## src/rtl/selector_pkg.sv

```systemverilog
// Shared constants for the selector decimation link.
// Tx and rx sides must agree on the frame period.
package selector_pkg;

   localparam logic [1:0] SEARCH = 2'd0;
   localparam logic [1:0] VERIFY = 2'd1;
   localparam logic [1:0] LOCKED = 2'd2;

   localparam int PERIOD_DEF    = 3;
   localparam int LOCK_GOOD_DEF = 2;
   localparam int LOCK_BAD_DEF  = 2;

   function automatic int max_i(input int a, input int b);
      return (a > b) ? a : b;
   endfunction

endpackage

```

## src/rtl/fase_counter.sv

```systemverilog
// Modulo-PERIOD frame phase counter.
// Priority: clear, anchor load-to-1, hold, count.
module fase_counter #(
   parameter int PERIOD = 3,
   parameter int PW     = 2
) (
   input  logic          clk,
   input  logic          clr_i,
   input  logic          load_i,
   input  logic          hold_i,
   output logic [PW-1:0] fase_o,
   output logic          at_zero_o
);

   localparam logic [PW-1:0] LAST = PW'(PERIOD - 1);
   localparam logic [PW-1:0] ONE  = PW'(1);

   logic [PW-1:0] fase_q, fase_d;

   always_comb begin
      fase_d = fase_q;
      if (clr_i)
         fase_d = '0;
      else if (load_i)
         fase_d = ONE;
      else if (hold_i)
         fase_d = fase_q;
      else if (fase_q == LAST)
         fase_d = '0;
      else
         fase_d = fase_q + ONE;
   end

   always_ff @(posedge clk) begin
      fase_q <= fase_d;
   end

   assign fase_o    = fase_q;
   assign at_zero_o = (fase_q == '0);

endmodule

```

## src/rtl/selector_sync.sv

```systemverilog
// Recovers frame timing from a decimated selector line
// and re-samples it on the recovered frame boundary.
module selector_sync
   import selector_pkg::*;
#(
   parameter  int PERIOD    = PERIOD_DEF,
   parameter  int LOCK_GOOD = LOCK_GOOD_DEF,
   parameter  int LOCK_BAD  = LOCK_BAD_DEF,
   localparam int PW        = max_i(1, $clog2(PERIOD))
) (
   input  logic          clk,
   input  logic          reset,
   input  logic          selector_atrasado,
   output logic          selector_recuperado,
   output logic [PW-1:0] fase,
   output logic          frame_start,
   output logic          locked,
   output logic          error
);

   localparam int CMX = max_i(LOCK_GOOD, LOCK_BAD);
   localparam int CW  = $clog2(CMX + 1);
   localparam logic [CW-1:0] CMAX   = CW'(CMX);
   localparam logic [CW-1:0] GOOD_N = CW'(LOCK_GOOD);
   localparam logic [CW-1:0] BAD_N  = CW'(LOCK_BAD);

   logic [1:0]    state_q, state_d;
   logic [CW-1:0] good_q, good_d, good_inc;
   logic [CW-1:0] bad_q, bad_d, bad_inc;
   logic          sel_q, edge_s, at_zero;
   logic          anchor, unlock, to_lock, ld_sel;
   logic          rec_q, rec_d, fs_q, lk_q;
   logic          err_q, err_d;

   assign edge_s   = (selector_atrasado != sel_q);
   assign good_inc = (good_q == CMAX) ? good_q
                                      : good_q + CW'(1);
   assign bad_inc  = (bad_q == CMAX) ? bad_q
                                     : bad_q + CW'(1);

   fase_counter #(
      .PERIOD (PERIOD),
      .PW     (PW)
   ) u_fase (
      .clk       (clk),
      .clr_i     (reset | unlock),
      .load_i    (anchor),
      .hold_i    (state_q == SEARCH),
      .fase_o    (fase),
      .at_zero_o (at_zero)
   );

   always_comb begin
      state_d = state_q;
      good_d  = good_q;
      bad_d   = bad_q;
      anchor  = 1'b0;
      unlock  = 1'b0;
      to_lock = 1'b0;
      err_d   = 1'b0;
      unique case (state_q)
         SEARCH: begin
            if (edge_s) begin
               anchor  = 1'b1;
               good_d  = '0;
               state_d = VERIFY;
            end
         end
         VERIFY: begin
            if (edge_s && at_zero) begin
               good_d = good_inc;
               if (good_inc >= GOOD_N) begin
                  to_lock = 1'b1;
                  bad_d   = '0;
                  state_d = LOCKED;
               end
            end else if (edge_s) begin
               anchor = 1'b1;
               good_d = '0;
            end
         end
         LOCKED: begin
            if (edge_s && at_zero) begin
               bad_d = '0;
            end else if (edge_s) begin
               err_d = 1'b1;
               bad_d = bad_inc;
               // Unlocking edge is dropped, not reused as anchor
               if (bad_inc >= BAD_N) begin
                  unlock  = 1'b1;
                  good_d  = '0;
                  bad_d   = '0;
                  state_d = SEARCH;
               end
            end
         end
         default: state_d = SEARCH;
      endcase
   end

   assign ld_sel = at_zero & ((state_q == LOCKED) | to_lock);
   assign rec_d  = ld_sel ? selector_atrasado : rec_q;

   always_ff @(posedge clk) begin
      if (reset) begin
         state_q <= SEARCH;
         good_q  <= '0;
         bad_q   <= '0;
         sel_q   <= 1'b0;
         rec_q   <= 1'b0;
         fs_q    <= 1'b0;
         lk_q    <= 1'b0;
         err_q   <= 1'b0;
      end else begin
         state_q <= state_d;
         good_q  <= good_d;
         bad_q   <= bad_d;
         sel_q   <= selector_atrasado;
         rec_q   <= rec_d;
         fs_q    <= ld_sel;
         lk_q    <= (state_d == LOCKED);
         err_q   <= err_d;
      end
   end

   assign selector_recuperado = rec_q;
   assign frame_start         = fs_q;
   assign locked              = lk_q;
   assign error               = err_q;

endmodule
```

## config.mk

```make
export PLATFORM = sky130hd
export DESIGN_NAME = selector_sync
export DESIGN_NICKNAME = d
export VERILOG_FILES = /design/src/rtl/selector_pkg.sv /design/src/rtl/fase_counter.sv /design/src/rtl/selector_sync.sv
export SDC_FILE = /design/constraint.sdc
export NUM_CORES = 1
export LEC_CHECK = 0
export BUFFER_PORTS_ARGS = -buffer_cell sky130_fd_sc_hd__buf_4
export CAP_MARGIN = 20
export CORE_AREA = 2 2 39 41
export DETAILED_ROUTE_END_ITERATION = 12
export DIE_AREA = 0 0 41 43
export PLACE_DENSITY = 0.73
export RECOVER_POWER = 100
export SLEW_MARGIN = 0
export SYNTH_ARGS = -nofsm -noshare
export SYNTH_HDL_FRONTEND = slang
export SYNTH_SLANG_ARGS = --single-unit
```

## constraint.sdc

```tcl
create_clock -name clk -period 1.85 [get_ports clk]
set_input_delay 0.555 -clock clk [delete_from_list [all_inputs] [get_ports clk]]
set_output_delay 0.555 -clock clk [all_outputs]
set_load 0.02 [all_outputs]
```

==> qor.yml <==
period_share: 0.884
fin_skew_ps: 1.40
cts_sinks: 13
yosys.area.top_type: "dfxtp_1"
cts_tree: "built"
startpoint: "bad_q[0]"
ir_worst_vdd_mv: 0.524
grt_pass1_vias: 550
critPathLaunchType: "flop"
syn_avg_cell_area_um2: 9.24
tightest_slew_ps: 476
drive_gt1_frac: 0.138
rr_worst_depth: 6
layout_commonest_cell: "dfxtp_1"
layout_common_cells: "dfxtp_1, inv_1, clkbuf_1"
yosysTopAreaCellShare: 0.391
die_area_um2: 1760
critPathKind: "flop to flop"
r2r_slack_ps: 220
final-hold-violation-count: 0
hold_buffers: 0
power_w: 0.000569
setup-violations-final: 0
grt_max_degree: 12
clk_path_buf_depth: 2
clk_pin_slew_ps: 70
clk_latency_ps: 270
cts_setup_buffers: 0
cts_max_level: 1
rows: 14
ys_types: 30
fin_tns_setup_ps: 0
netlist_area_um2: 666
drv_slew: 0
antenna_left: 0
slowest_stage: "dfxtp_1"
synth_cells: 72
die_w_um: 41
outcome: "finished clean"
coreArea_um2: 1380
drc: 0
ys_seq_area_frac: 0.391
area_delta_synth_final_pct: 16.0
port_buffers: 8
start_util: 0.481
antenna_found_initial: 0
min_period_ps: 1630
die-height_um: 43
num_antenna_cells: 0
cpPeakStageDelay_ps: 320
power_density_nw_per_um2: 737
max_clock_freq_mhz: 612
yosys_warnings: 0
fin_nets: 97
hp-class: "flop to flop"
path_cells: "inv_1 -> ha_1 -> o21ai_0 -> o21ai_0 -> a221oi_1 -> and3_1"
grt_remaining_overflow: 0
crit_arrival_ps: 1850
critPathMaxFanout: 4
crit_top_cell: "o21ai_0"
ys_ff_latch: 13
cts_root_buf: "clkbuf_4"
cp-endpoint: "locked"
max_slew_margin: 0.683
synth.area.top_cells: "dfxtp_1, ha_1, inv_1"
drt_pass1_iterations: 4
reg2reg_from: "bad_q[0]"
grt_pass1_wl_um: 2370
globalplace.congestion: 0.785
rsz0062_at_grt: "false"
maxCapViolCount: 0
rr_endpoint: "locked"
drt-total-wl_um: 1280
drtIter0Drc: 21
grt.total_usage: 0.197
ctsResizeCount: 0
syn_nets: 81
ios: 9
end_kind: "flop"
wire_per_inst_um: 12.4
worstPathRequired_ps: 2070
vias_per_cell: 5.33
vias: 549
cts_buffers: 3
dpl.hpwl_um: 997
power.leakage_nw: 0.286
[Yosys cell counts]
cell type  instances
a2111o_1           1
a211o_1            1
a211oi_1           3
a21oi_1            3
a221oi_1           1
a31oi_1            1
and3_1             1
clkbuf_1           2
dfxtp_1           13
ha_1               6
inv_1              8
mux2_4             1
nand2_1            1
nand3_1            2
nand3b_1           1
nand4_1            1
nand4_2            1
nor2_1             5
nor2b_1            2
nor3_1             3
nor4b_1            1
o211ai_1           1
o21a_1             1
o21ai_0            5
o21bai_1           1
o2bb2ai_1          2
o31ai_1            1
or2_2              1
xnor2_1            1
xor2_2             1
[layer usage]
metal | global-route usage | up-vias | wire (µm)
met1 | 0.265 | 243 | 616
met5 | 0 | - | 0
met4 | 0.0533 | 0 | 0
li1 | - | 290 | -
met2 | 0.281 | 16 | 597
met3 | 0.0838 | 0 | 65
[report_power, final]
group | internal, W | switching, W
Combinational | 0.0000423 | 0.0000599
Sequential | 0.000289 | 0.0000118
Clock | 0.0000835 | 0.0000826
[worst min-delay path by stage]
stage                        start  endpoint  slack [ps]  cells past startpoint
after global placement    bad_q[1]  bad_q[1]         440                      2
after floorplan           bad_q[1]  bad_q[1]         430                      2
final                     bad_q[1]  bad_q[1]         450                      2
after detailed placement  bad_q[1]  bad_q[1]         450                      2
after global routing      bad_q[1]  bad_q[1]         480                      2
after CTS                 bad_q[1]  bad_q[1]         460                      2
[worst max-delay path: cells and delay by family (launching register included)]
family,cells,cell delay (ps)
DFF,1,320
and+or+nand+nor,1,190
AOI/OAI and AO/OA,3,730
buffers and inverters,1,50
adders and majority gates,1,280
[cells by family (layout without fill, tap and decap cells)]
family                     after synthesis  after routing  share of synthesized area
AOI/OAI and AO/OA                       21             21                      0.218
and+or+nand+nor                         19             19                      0.162
DFF                                     13             13                      0.391
buffers and inverters                   10             25                     0.0564
adders and majority gates                6              6                      0.113
xor gates and xnor gates                 2              2                     0.0376
muxes                                    1              1                     0.0225
[per-stage QoR]
step           hold WS, ps  cell area [µm²]  setup slack [ps]  std cells   util
5_1_grt                483              772              40.2        103  0.558
3_5_place_dp           446              776              85.7         99  0.561
4_1_cts                457              802               221        103  0.580
6_report               453              772               215        103  0.558
3_3_place_gp           437              776               101         99  0.561
2_1_floorplan          428              666               117         72      -
[state kept, by name, summed over array words and instances (netlist names)]
signal,flops
selector_recuperado,1
frame_start,1
error,1
locked,1
u_fase.fase_o,2
state_q,2
bad_q,2
good_q,2
sel_q,1
[area by class of cell]
type | count | area, µm²
inverters | 8 | 30.0
flip-flops and latches | 13 | 260
clock buffers | 4 | 26.3
repair buffers | 13 | 71.3
fillers | 145 | 612
multi-input cells | 49 | 364
well taps | 16 | 20.0
(Power assumes the default switching activity.)
